--- src/rtl/cmi_xfer_seq_pkg.sv ---
// cmi_pkg: shared types and defaults for the CMI transfer sequencer.
//   cmi_state_e     - sequencer state encoding
//   TIMEOUT_CYC_DEF - default wait-state budget before NXM abort
//   CNT_W_DEF       - default wait counter width (must hold TIMEOUT_CYC)
package cmi_pkg;

  typedef enum logic [2:0] {
    ST_IDLE,
    ST_ARB,
    ST_ADDR,
    ST_WDATA,
    ST_RWAIT,
    ST_WACK,
    ST_END,
    ST_ABORT
  } cmi_state_e;

  localparam int unsigned TIMEOUT_CYC_DEF = 255;
  localparam int unsigned CNT_W_DEF       = 8;

endpackage

--- src/rtl/cmi_xfer_seq_if.sv ---
// cmi_xfer_seq_if: request/bus/strobe bundle around the CMI sequencer.
//   master - microcode request side plus CMI arbiter/slave responses
//   slave  - the sequencer: consumes requests/responses, drives strobes
interface cmi_xfer_seq_if;
  logic mem_req_h;
  logic mem_wr_h;
  logic two_ref_h;
  logic cmi_grant_l;
  logic cmi_rdy_l;
  logic cmi_req_l;
  logic cmi_hold_l;
  logic are_l;
  logic ena_cmi_l;
  logic snapshot_cmi_l;
  logic second_ref_h;
  logic busy_h;
  logic done_h;
  logic nxm_err_h;

  modport master (
    output mem_req_h, mem_wr_h, two_ref_h, cmi_grant_l, cmi_rdy_l,
    input  cmi_req_l, cmi_hold_l, are_l, ena_cmi_l, snapshot_cmi_l,
           second_ref_h, busy_h, done_h, nxm_err_h
  );

  modport slave (
    input  mem_req_h, mem_wr_h, two_ref_h, cmi_grant_l, cmi_rdy_l,
    output cmi_req_l, cmi_hold_l, are_l, ena_cmi_l, snapshot_cmi_l,
           second_ref_h, busy_h, done_h, nxm_err_h
  );
endinterface

--- src/rtl/cmi_xfer_seq_wait_timer.sv ---
// cmi_wait_timer: wait-state counter for the CMI sequencer.
//   i_clk   - clock
//   i_rst_n - synchronous active-low reset
//   i_clr   - clear count to zero (priority over enable)
//   i_en    - count one wait cycle
//   o_hit   - count equals LIMIT
module cmi_wait_timer #(
  parameter int unsigned CNT_W = 8,
  parameter int unsigned LIMIT = 255
) (
  input  logic i_clk,
  input  logic i_rst_n,
  input  logic i_clr,
  input  logic i_en,
  output logic o_hit
);

  logic [CNT_W-1:0] r_cnt;

  always_ff @(posedge i_clk) begin
    if (!i_rst_n)   r_cnt <= '0;
    else if (i_clr) r_cnt <= '0;
    else if (i_en)  r_cnt <= r_cnt + CNT_W'(1);
  end

  assign o_hit = (r_cnt == CNT_W'(LIMIT));

endmodule

--- src/rtl/cmi_xfer_seq.sv ---
// cmi_xfer_seq: sequences CMI references for the memory data path and
// generates the MDR control strobes.
//   b_clk_l  - system clock (state updates on rising edge)
//   reset_l  - synchronous active-low reset
//   bus      - request inputs, CMI grant/ready, and all sequencer outputs
//              (cmi_req_l, cmi_hold_l, are_l, ena_cmi_l, snapshot_cmi_l,
//               second_ref_h, busy_h, done_h, nxm_err_h)
module cmi_xfer_seq
  import cmi_pkg::*;
#(
  parameter int unsigned TIMEOUT_CYC = TIMEOUT_CYC_DEF,
  parameter int unsigned CNT_W       = CNT_W_DEF
) (
  input  logic           b_clk_l,
  input  logic           reset_l,
  cmi_xfer_seq_if.slave  bus
);

  cmi_state_e r_state;
  cmi_state_e w_next;
  logic       r_wr;
  logic       r_two;
  logic       r_second;
  logic       r_nxm;
  logic       w_hit;
  logic       w_wait;
  logic       w_more;
  logic       w_accept;

  assign w_wait   = (r_state == ST_RWAIT) || (r_state == ST_WACK);
  assign w_more   = r_two & ~r_second;
  assign w_accept = (r_state == ST_IDLE) && bus.mem_req_h;

  // Timeout fires on a cycle whose registered count already equals the
  // limit while ready is still high, so ready sampled that cycle wins.
  cmi_wait_timer #(
    .CNT_W (CNT_W),
    .LIMIT (TIMEOUT_CYC)
  ) u_timer (
    .i_clk   (b_clk_l),
    .i_rst_n (reset_l),
    .i_clr   (r_state == ST_ADDR),
    .i_en    (w_wait && bus.cmi_rdy_l && !w_hit),
    .o_hit   (w_hit)
  );

  always_ff @(posedge b_clk_l) begin
    if (!reset_l) begin
      r_state  <= ST_IDLE;
      r_wr     <= 1'b0;
      r_two    <= 1'b0;
      r_second <= 1'b0;
      r_nxm    <= 1'b0;
    end else begin
      r_state <= w_next;
      if (w_accept) begin
        r_wr  <= bus.mem_wr_h;
        r_two <= bus.two_ref_h;
        r_nxm <= 1'b0;
      end
      if (w_next == ST_ABORT) r_nxm <= 1'b1;
      if (r_state == ST_END)        r_second <= w_more;
      else if (r_state == ST_ABORT) r_second <= 1'b0;
    end
  end

  always_comb begin
    w_next = r_state;
    case (r_state)
      ST_IDLE:  if (bus.mem_req_h) w_next = ST_ARB;
      ST_ARB:   if (!bus.cmi_grant_l) w_next = ST_ADDR;
      ST_ADDR:  w_next = r_wr ? ST_WDATA : ST_RWAIT;
      ST_WDATA: w_next = ST_WACK;
      ST_RWAIT, ST_WACK: begin
        if (!bus.cmi_rdy_l) w_next = ST_END;
        else if (w_hit)     w_next = ST_ABORT;
      end
      ST_END:   w_next = w_more ? ST_ADDR : ST_IDLE;
      ST_ABORT: w_next = ST_IDLE;
      default:  w_next = ST_IDLE;
    endcase
  end

  always_comb begin
    bus.cmi_req_l      = 1'b1;
    bus.cmi_hold_l     = 1'b1;
    bus.are_l          = 1'b1;
    bus.ena_cmi_l      = 1'b1;
    bus.snapshot_cmi_l = 1'b1;
    bus.busy_h         = 1'b0;
    bus.done_h         = 1'b0;
    bus.second_ref_h   = r_second;
    bus.nxm_err_h      = r_nxm;
    case (r_state)
      ST_IDLE:  bus.are_l = ~(bus.mem_req_h & reset_l);
      ST_ARB: begin
        bus.cmi_req_l = 1'b0;
        bus.busy_h    = 1'b1;
      end
      ST_ADDR, ST_WDATA: begin
        bus.ena_cmi_l  = 1'b0;
        bus.cmi_hold_l = 1'b0;
        bus.busy_h     = 1'b1;
      end
      ST_RWAIT: begin
        bus.cmi_hold_l     = 1'b0;
        bus.snapshot_cmi_l = bus.cmi_rdy_l;
        bus.busy_h         = 1'b1;
      end
      ST_WACK: begin
        bus.cmi_hold_l = 1'b0;
        bus.busy_h     = 1'b1;
      end
      ST_END: begin
        bus.busy_h = 1'b1;
        if (w_more) begin
          bus.are_l      = 1'b0;
          bus.cmi_hold_l = 1'b0;
        end else begin
          bus.done_h = 1'b1;
        end
      end
      ST_ABORT: begin
        bus.busy_h = 1'b1;
        bus.done_h = 1'b1;
      end
      default: ;
    endcase
  end

endmodule

--- src/flat_wrapper.sv ---
// flat-port wrapper written by rule: the top's interface ports become plain ports
module cmi_xfer_seq_flat import cmi_pkg::*;
#(
  parameter int unsigned TIMEOUT_CYC = TIMEOUT_CYC_DEF,
  parameter int unsigned CNT_W       = CNT_W_DEF
)
  (b_clk_l, reset_l, bus_mem_req_h, bus_mem_wr_h, bus_two_ref_h, bus_cmi_grant_l, bus_cmi_rdy_l, bus_cmi_req_l, bus_cmi_hold_l, bus_are_l, bus_ena_cmi_l, bus_snapshot_cmi_l, bus_second_ref_h, bus_busy_h, bus_done_h, bus_nxm_err_h);
  cmi_xfer_seq_if bus_i ();
  input  logic b_clk_l;
  input  logic reset_l;
  input wire logic [$bits(bus_i.mem_req_h)-1:0] bus_mem_req_h;
  input wire logic [$bits(bus_i.mem_wr_h)-1:0] bus_mem_wr_h;
  input wire logic [$bits(bus_i.two_ref_h)-1:0] bus_two_ref_h;
  input wire logic [$bits(bus_i.cmi_grant_l)-1:0] bus_cmi_grant_l;
  input wire logic [$bits(bus_i.cmi_rdy_l)-1:0] bus_cmi_rdy_l;
  output wire logic [$bits(bus_i.cmi_req_l)-1:0] bus_cmi_req_l;
  output wire logic [$bits(bus_i.cmi_hold_l)-1:0] bus_cmi_hold_l;
  output wire logic [$bits(bus_i.are_l)-1:0] bus_are_l;
  output wire logic [$bits(bus_i.ena_cmi_l)-1:0] bus_ena_cmi_l;
  output wire logic [$bits(bus_i.snapshot_cmi_l)-1:0] bus_snapshot_cmi_l;
  output wire logic [$bits(bus_i.second_ref_h)-1:0] bus_second_ref_h;
  output wire logic [$bits(bus_i.busy_h)-1:0] bus_busy_h;
  output wire logic [$bits(bus_i.done_h)-1:0] bus_done_h;
  output wire logic [$bits(bus_i.nxm_err_h)-1:0] bus_nxm_err_h;
  assign bus_i.mem_req_h = bus_mem_req_h;
  assign bus_i.mem_wr_h = bus_mem_wr_h;
  assign bus_i.two_ref_h = bus_two_ref_h;
  assign bus_i.cmi_grant_l = bus_cmi_grant_l;
  assign bus_i.cmi_rdy_l = bus_cmi_rdy_l;
  assign bus_cmi_req_l = bus_i.cmi_req_l;
  assign bus_cmi_hold_l = bus_i.cmi_hold_l;
  assign bus_are_l = bus_i.are_l;
  assign bus_ena_cmi_l = bus_i.ena_cmi_l;
  assign bus_snapshot_cmi_l = bus_i.snapshot_cmi_l;
  assign bus_second_ref_h = bus_i.second_ref_h;
  assign bus_busy_h = bus_i.busy_h;
  assign bus_done_h = bus_i.done_h;
  assign bus_nxm_err_h = bus_i.nxm_err_h;
  cmi_xfer_seq #(.TIMEOUT_CYC(TIMEOUT_CYC), .CNT_W(CNT_W)) u_core (.b_clk_l(b_clk_l), .reset_l(reset_l), .bus(bus_i));
endmodule
--- config.mk ---
export PLATFORM = sky130hd
export DESIGN_NAME = cmi_xfer_seq_flat
export DESIGN_NICKNAME = d
export VERILOG_FILES = /design/src/rtl/cmi_xfer_seq_pkg.sv /design/src/rtl/cmi_xfer_seq_if.sv /design/src/rtl/cmi_xfer_seq_wait_timer.sv /design/src/rtl/cmi_xfer_seq.sv /design/src/flat_wrapper.sv
export SDC_FILE = /design/constraint.sdc
export NUM_CORES = 1
export LEC_CHECK = 0
export BUFFER_PORTS_ARGS = -buffer_cell sky130_fd_sc_hd__buf_2
export CAP_MARGIN = 20
export CORE_ASPECT_RATIO = 0.7
export CORE_MARGIN = 3
export CORE_UTILIZATION = 35
export CTS_BUF_LIST = sky130_fd_sc_hd__clkbuf_4
export CTS_CLUSTER_SIZE = 8
export DETAILED_ROUTE_END_ITERATION = 6
export SYNTH_ARGS = -nofsm -noshare
export SYNTH_HDL_FRONTEND = slang
export SYNTH_HIERARCHICAL = 1
export SYNTH_SLANG_ARGS = --single-unit
--- constraint.sdc ---
create_clock -name b_clk_l -period 2.5 [get_ports b_clk_l]
set_input_delay 0.125 -clock b_clk_l [delete_from_list [all_inputs] [get_ports b_clk_l]]
set_output_delay 0.125 -clock b_clk_l [all_outputs]
set_load 0.02 [all_outputs]
# == Yosys cells after proc, flatten, opt, wreduce, memory -nomap -nowiden ==
# Index checks and enable logic that the tools add are counted.
# classes
add_sub_neg,1
eq_ne,9
n_mux,19
n_bitwise,5
reduce_logical,13
# ops
op,n
$pmux W3 S7,1
$eq A3 B3 Y1 const B,5
$mux W3,5
$mux W1,9
$add A8 B1 Y8 const B,1
$eq A8 B8 Y1 const B,1
$reduce_or A7 Y1,1
$eq A3 B2 Y1 const B,2
$pmux W1 S2,3
$reduce_or A2 Y1,3
$reduce_bool A2 Y1,2
$reduce_or A4 Y1,1
$eq A3 B1 Y1 const B,1
$logic_and A1 B1 Y1,3
$logic_not A3 Y1,1
$not A1 Y1,3
$and A1 B1 Y1,2
$mux W2,1
$logic_not A1 Y1,1
$logic_or A1 B1 Y1,1
# totals
register_bits,15
input_bits,7
word_cells,53

# == Depth between registers and ports, before layout ==
# Gate-level depths: netlist (run 1).
# logic_depth
depth_word,6
depth_mapped,8
ltp_nobuf,7

# == Modules after synthesis ==
# Netlist (run 1), hierarchy kept.
# modules_own_cells
mod,instances,cells_per_inst,area_each_um2,seq_area_each_um2
cmi_xfer_seq,1,58,504.2,140.1
cmi_wait_timer,1,40,354.1,160.2

# == Worst setup path after synthesis (run 1) ==
# No wires, ideal clock.
# synth_path
kind,reg2reg
from,reg u_core.u_timer.r_cnt[0]
to,reg u_core.u_timer.r_cnt[7]
arrival_ns,1.447
path_slack_ns,0.983
stages_incl_launch_ff,9
synth_period_minus_slack_ns,1.517
path_cell_list,dfxtp_1 ha_1 nand3_1 nor2_1 nor2_1 buf_2 nand4_1 or3_1 a21oi_1
# synth_via
elab_chain_cells,3
word_cells_on_any_way,4
cone_classes,add/sub: 1; eq/ne: 1; reduce/logical: 2
# synth_rtl
item,line,rtl
start: declaration,cmi_xfer_seq_wait_timer.sv:18,logic [CNT_W-1:0] r_cnt;
start signal: assignment,cmi_xfer_seq_wait_timer.sv:23,else if (i_en) r_cnt <= r_cnt + CNT_W'(1);
$eq A8 B8 Y1,cmi_xfer_seq_wait_timer.sv:26,assign o_hit = (r_cnt == CNT_W'(LIMIT));
via u_core.w_hit,cmi_xfer_seq.sv:25,logic w_hit;
$logic_not A1 Y1,cmi_xfer_seq.sv:43,".i_en (w_wait && bus.cmi_rdy_l && !w_hit),"
$logic_and A1 B1 Y1,cmi_xfer_seq.sv:43,
# The timed path passes the listed nets, and every way through them passes these cells.
# A chain may end at the register's enable or synchronous reset.

# == Worst setup path after layout (run 1) ==
# layout_path
from,reg u_core.r_state[2]
to,reg u_core.u_timer.r_cnt[6]
# layout_via
elab_chain_cells,4
word_cells_on_any_way,7
cone_classes,eq/ne: 3; reduce/logical: 4
# layout_rtl
item,line,rtl
start: declaration,cmi_xfer_seq.sv:19,cmi_state_e r_state;
start signal: assignment,cmi_xfer_seq.sv:55,r_state <= w_next;
$eq A3 B3 Y1,cmi_xfer_seq.sv:30,assign w_wait = (r_state == ST_RWAIT) || (r_state == ST_WACK);
$logic_or A1 B1 Y1,cmi_xfer_seq.sv:30,
$logic_and A1 B1 Y1 (2 in series),cmi_xfer_seq.sv:43,
# Several ways; a longest one is shown, not always the timed one.

==> impl_metrics.csv, run 1 <==
group,metric,value,unit
power,total_leakage_power,0.000390,uW
die,dieArea,3090,sq um
cts,h-tree-depth,1,
global_route,grt_start_max_net_pins,14,
hold_path,worst_hold_path_type,"in -> reg",
finish,utilization,43.0,%
timing,period_share,77.8,%
timing,finalSetupTns,0,ns
yosys,synth.distinct_cells,35,
die,io_pins,16,
yosys,synthFlopType,"dfxtp_1",
timing,tightestPinTransition,0.527,ns
power,cellPowerDensity,612,nW/um^2
finish,final_nets,121,
yosys,synth.area.top_cells,"dfxtp_1, nor2_1, nor2b_1",
yosys,synth_seq_area_share,35.0,%
hold_path,hp-start,"bus_mem_wr_h",
cts,numCtsBuffers,3,
yosys,yosys.area.top_type_share,35.0,%
worst_setup_path,setup.worst_path.start,"u_core/r_state[2]$_SDFF_PN0_",
placed_design,dp.final_hpwl,1300,um
timing,period_needed,1.94,ns
timing,drv_slew,0,
cts,holdBufCountCts,0,
global_route,antenna_found_initial,0,
drt,remaining_drc_errors,0,
timing,hold_viol_final,0,
timing,fmax,514,MHz
yosys,synth_edf_count,0,
timing,setup_violations,0,
global_route,grt_pass1_vias,600,
worst_setup_path,worst-setup-path-type,"reg -> reg",
finish,drive_gt1_share,25.9,%
worst_setup_path,cp.required,2.72,ns
placed_design,place.gp.congestion,0.711,
finish,diodes,0,
worst_setup_path,r2r-start,"u_core/r_state[2]$_SDFF_PN0_",
worst_setup_path,endpoint_kind,"flip-flop",
timing,fin_skew,0.00575,ns
drt,routedWlPerCell,11.9,um
cts,clk_pin_slew_worst_paths,0.09,ns
finish,syn_to_final_growth,12.4,%
worst_setup_path,arrival,2.16,ns
cts,post_cts_buffers,0,
worst_setup_path,crit_fanout,12,
yosys,syn_nets,106,
finish,design_area,965,sq um
drt,totalWireLength,1720,um
drt,avgViaCountPerCell,4.85,
drt,drt_iter0_markers,30,
yosys,synth_area_per_cell,8.76,sq um
timing,rsz0062_at_grt,"no",
cts,cts.sinks,15,
job,cap_violations,0,
timing,slew_headroom,64.8,%
status,status,"complete, no violations",
yosys,ys_warn_count,6,
global_route,grt_pass1_wl,2780,um
yosys,synth_seq_cells,15,
die,die_width,65.2,um
cts,clockBufferDepth,2,
power,p_total,591,uW
cts,insertion_delay,0.28,ns
finish,layout.cells.most_common_list,"buf_2, dfxtp_1, nor2_1",
die,die_h,47.4,um
cts,clockRootBuffer,"clkbuf_4",
die,start_util,38.3,%
global_route,gr-total-overflow,0,
power,irDropWorstVdd,0.385,mV
cts,tritoncts,"done",
yosys,yosysTopAreaCell,"dfxtp_1",
worst_setup_path,startpoint_type,"flip-flop",
yosys,synthCells,98,
cts,cts_resized,0,
drt,drt_pass1_iterations,4,
placed_design,port-buffer-count,15,
yosys,synth.cell_area,858,sq um
drt,route.vias.total,698,
yosys,ys_async_sr_fraction,0,%
drt,ant_nets,0,
die,num_rows,14,
placed_design,place_area,935,sq um
global_route,grt_usage,11.9,%
die,coreArea,2240,sq um
layer usage:
metal | vias to the layer above | global-route usage [%] | routed length (um)
met5 | - | 0 | 0
li1 | 371 | - | -
met4 | 0 | 2.48 | 10
met3 | 2 | 5.40 | 94
met1 | 309 | 17.3 | 917
met2 | 16 | 16.1 | 694
stage by stage:
step / cells / hold WS [ns] / worst slack [ns]
floorplan: 98 / 0.253 / 0.983
global placement: 140 / 0.371 / 0.725
detailed placement: 140 / 0.396 / 0.634
CTS: 144 / 0.107 / 0.595
global route: 144 / 0.110 / 0.394
finish: 144 / 0.110 / 0.556
cells in the mapped netlist (2+ instances only):
cell type,count
a21oi_1,6
buf_6,2
dfxtp_1,15
inv_1,4
mux2i_1,3
nand2_1,5
nand2b_1,4
nand3_1,4
nand4_1,3
nor2_1,14
nor2b_1,6
o21ai_0,5
or3_1,3
xor2_1,3
final cells by class:
| type | instances | area (sq um) |
|---|---|---|
| multi-input cells | 74 | 504 |
| flip-flops and latches | 15 | 300 |
| inverters | 4 | 15.0 |
| fillers | 244 | 1280 |
| repair buffers | 15 | 75.1 |
| clock buffers | 4 | 30.0 |
| well taps | 32 | 40.0 |
registers in the layout (all words and copies together) (netlist names):
signal	count
u_core/r_state	3
u_core/u_timer/r_cnt	8
u_core/r_wr	1
u_core/bus.nxm_err_h	1
u_core/bus.second_ref_h	1
u_core/r_two	1
critical path, stage by stage (launching register included):
cell	delay, ns
dfxtp_1	0.66
nand3b_4	0.15
nor2_1	0.40
nand2_1	0.19
or3_1	0.34
a21oi_1	0.14
worst paths after layout:
path	end	slack [ns]	cells past startpoint
worst max-delay path	u_core/u_timer/r_cnt[6]$_SDFFE_PP0P_	0.56	5
worst min-delay path	u_core/r_wr$_SDFFE_PN0P_	0.11	3
worst max register to register	u_core/u_timer/r_cnt[6]$_SDFFE_PP0P_	0.56	5
worst min register to register	u_core/bus.nxm_err_h$_SDFFE_PN0P_	0.50	2
power by group:
group / leakage [uW] / switching (uW) / internal [uW]
sequential: 0.000122 / 31.7 / 251
combinational: 0.000250 / 87.6 / 70.1
clock: 0.0000184 / 77.0 / 72.7
total: 0.000390 / 196 / 394
cells by family after synthesis:
group | share of synthesized area, %
compound gates | 14.1
xor+xnor | 4.08
fa+ha+maj | 1.46
buf+inv | 6.27
flops | 35.0
mux | 3.50
simple gates | 35.6
No activity file was read; power rests on OpenSTA's default activity.
==> run 2: changes to the inputs <==
==> constraint.sdc (replaced) <==
create_clock -name b_clk_l -period 1.8 [get_ports b_clk_l]
set_input_delay 0.09 -clock b_clk_l [delete_from_list [all_inputs] [get_ports b_clk_l]]
set_output_delay 0.09 -clock b_clk_l [all_outputs]
set_load 0.02 [all_outputs]
==> run 2 against run 1 <==
Compared with the run above: critical path depth grew 2; non-clock buffer count grew 4; combinational power grew 63%; register-to-register slack lost 0.39 ns; die area is the same; first-iteration DRC count shrank 23%; clock skew is essentially flat; maximum frequency grew 19%; largest power group unchanged.
==> impl_metrics.csv, run 2 (synthesis gave the netlist of run 1 again) <==
group,metric,value,unit
global_route,grt_most_used_layer,"met1",
job,cap_violations,0,
finish,syn_to_final_growth,15.9,%
placed_design,port-buffer-count,15,
finish,top_register,"u_core/u_timer/r_cnt",
die,dieArea,3090,sq um
global_route,antenna_found_initial,0,
die,io_pins,16,
worst_setup_path,cp.required,2.00,ns
timing,tightestPinTransition,0.342,ns
cts,numCtsBuffers,3,
placed_design,place_area,965,sq um
global_route,use_met3,5.16,%
placed_design,pre_cts_ws,0.158,ns
worst_setup_path,r2r_slack,0.16,ns
global_route,gr-total-overflow,0,
worst_setup_path,startpoint_type,"flip-flop",
drt,drt_pass1_iterations,4,
finish,design_area,995,sq um
finish,largestRegisters,"u_core/u_timer/r_cnt x8, u_core/r_state x3",
cts,cts_resized,0,
cts,cts.sinks,15,
cts,clk_pin_slew_worst_paths,0.09,ns
finish,layout.cells.most_common_list,"buf_2, dfxtp_1, nor2_1",
timing,slew_headroom,77.1,%
timing,fin_skew,0.00556,ns
timing,setup_violations,0,
drt,routedWlPerCell,11.2,um
timing,period_share,90.9,%
worst_setup_path,crit_fanout,5,
power,total_leakage_power,0.000410,uW
hold_path,hp-start,"bus_mem_wr_h",
worst_setup_path,r2r-end,"u_core/bus.nxm_err_h$_SDFFE_PN0P_",
drt,route.vias.total,697,
finish,final_nets,125,
cts,insertion_delay,0.28,ns
timing,period_needed,1.64,ns
timing,fmax,611,MHz
worst_setup_path,arrival,1.84,ns
drt,remaining_drc_errors,0,
global_route,grt_start_max_net_pins,12,
die,die_width,65.2,um
timing,drv_slew,0,
drt,ant_nets,0,
hold_path,hold_depth,3,
cts,clockRootBuffer,"clkbuf_4",
drt,avgViaCountPerCell,4.71,
finish,diodes,0,
status,status,"complete, no violations",
global_route,grt_usage,11.4,%
cts,tritoncts,"done",
cts,h-tree-depth,1,
placed_design,dp.final_hpwl,1310,um
drt,totalWireLength,1660,um
finish,largest_reg_flops,8,
cts,clockBufferDepth,2,
finish,drive_gt1_share,29.3,%
global_route,grt_pass1_wl,2620,um
power,irDropWorstVdd,0.451,mV
timing,hold_viol_final,0,
die,die_h,47.4,um
global_route,grt_pass1_vias,581,
global_route,met2_usage,14.9,%
cts,post_cts_buffers,0,
die,coreArea,2240,sq um
timing,setup_slack,0.163,ns
hold_path,worst_hold_path_type,"in -> reg",
worst_setup_path,r2r-start,"u_core/u_timer/r_cnt[0]$_SDFFE_PP0P_",
die,start_util,38.3,%
worst_setup_path,endpoint_kind,"flip-flop",
power,cellPowerDensity,817,nW/um^2
cts,holdBufCountCts,0,
hold_path,min_to,"u_core/r_wr$_SDFFE_PN0P_",
worst_setup_path,worst-setup-path-type,"reg -> reg",
drt,drt_iter0_markers,23,
timing,rsz0062_at_grt,"no",
die,num_rows,14,
global_route,met1_usage,16.3,%
placed_design,place.gp.congestion,0.797,
timing,finalSetupTns,0,ns
finish,fill_cells,231,
worst_setup_path,worst_r2r_path_depth,7,
==> run 2: worst max path at each step <==
stage | start | end | slack [ns] | cells past startpoint
6_report | u_core/u_timer/r_cnt[0]$_SDFFE_PP0P_ | u_core/bus.nxm_err_h$_SDFFE_PN0P_ | 0.16 | 7
5_1_grt | u_core/u_timer/r_cnt[0]$_SDFFE_PP0P_ | u_core/u_timer/r_cnt[7]$_SDFFE_PP0P_ | 0.06 | 7
4_1_cts | u_core/u_timer/r_cnt[0]$_SDFFE_PP0P_ | u_core/u_timer/r_cnt[7]$_SDFFE_PP0P_ | 0.11 | 7
3_5_place_dp | u_core/u_timer/r_cnt[0]$_SDFFE_PP0P_ | u_core/u_timer/r_cnt[6]$_SDFFE_PP0P_ | 0.16 | 7
3_3_place_gp | u_core/u_timer/r_cnt[0]$_SDFFE_PP0P_ | u_core/u_timer/r_cnt[7]$_SDFFE_PP0P_ | 0.19 | 7
2_1_floorplan | u_core/u_timer/r_cnt[0]$_SDFFE_PP0P_ | u_core/u_timer/r_cnt[7]$_SDFFE_PP0P_ | 0.28 | 8
==> run 2: power by group <==
group | switching [uW] | total, uW | internal [uW]
clock | 105 | 187 | 82.4
combinational | 146 | 258 | 111
sequential | 18.6 | 368 | 349
total | 269 | 812 | 543
==> run 2: routing by layer <==
metal  vias to the layer above  share of wire, %
met5                         -                 0
met4                         0              0.72
met3                         2               4.3
met2                         9                41
met1                       314                54
li1                        372                 -
==> run 2: worst max-delay path, stage by stage, from the launching register on <==
cell	delay (ns)
dfxtp_1	0.43
ha_1	0.22
nand3_1	0.08
nor2_1	0.21
nand3b_1	0.15
o211ai_1	0.08
a21boi_1	0.17
o32ai_2	0.21
==> run 2: area by class of cell <==
| class | count | area [sq um] | share of cell area (%) |
|---|---|---|---|
| timing repair buffer | 19 | 105 | 10.6 |
| sequential | 15 | 300 | 30.2 |
| tap | 32 | 40.0 | 4.03 |
| inverter | 4 | 15.0 | 1.51 |
| clock buffer | 3 | 22.5 | 2.26 |
| multi-input combinational | 74 | 507 | 50.9 |
| clock inverter | 1 | 5.00 | 0.503 |
==> run 2: through the flow <==
step	total power (uW)	hold slack [ns]	util, %	instances
2_1_floorplan	573	0.218	-	98
4_1_cts	825	0.0509	44.3	148
3_3_place_gp	629	0.339	43.0	144
3_5_place_dp	634	0.358	43.0	144
5_1_grt	870	0.0470	44.4	148
6_report	812	0.0571	44.4	148
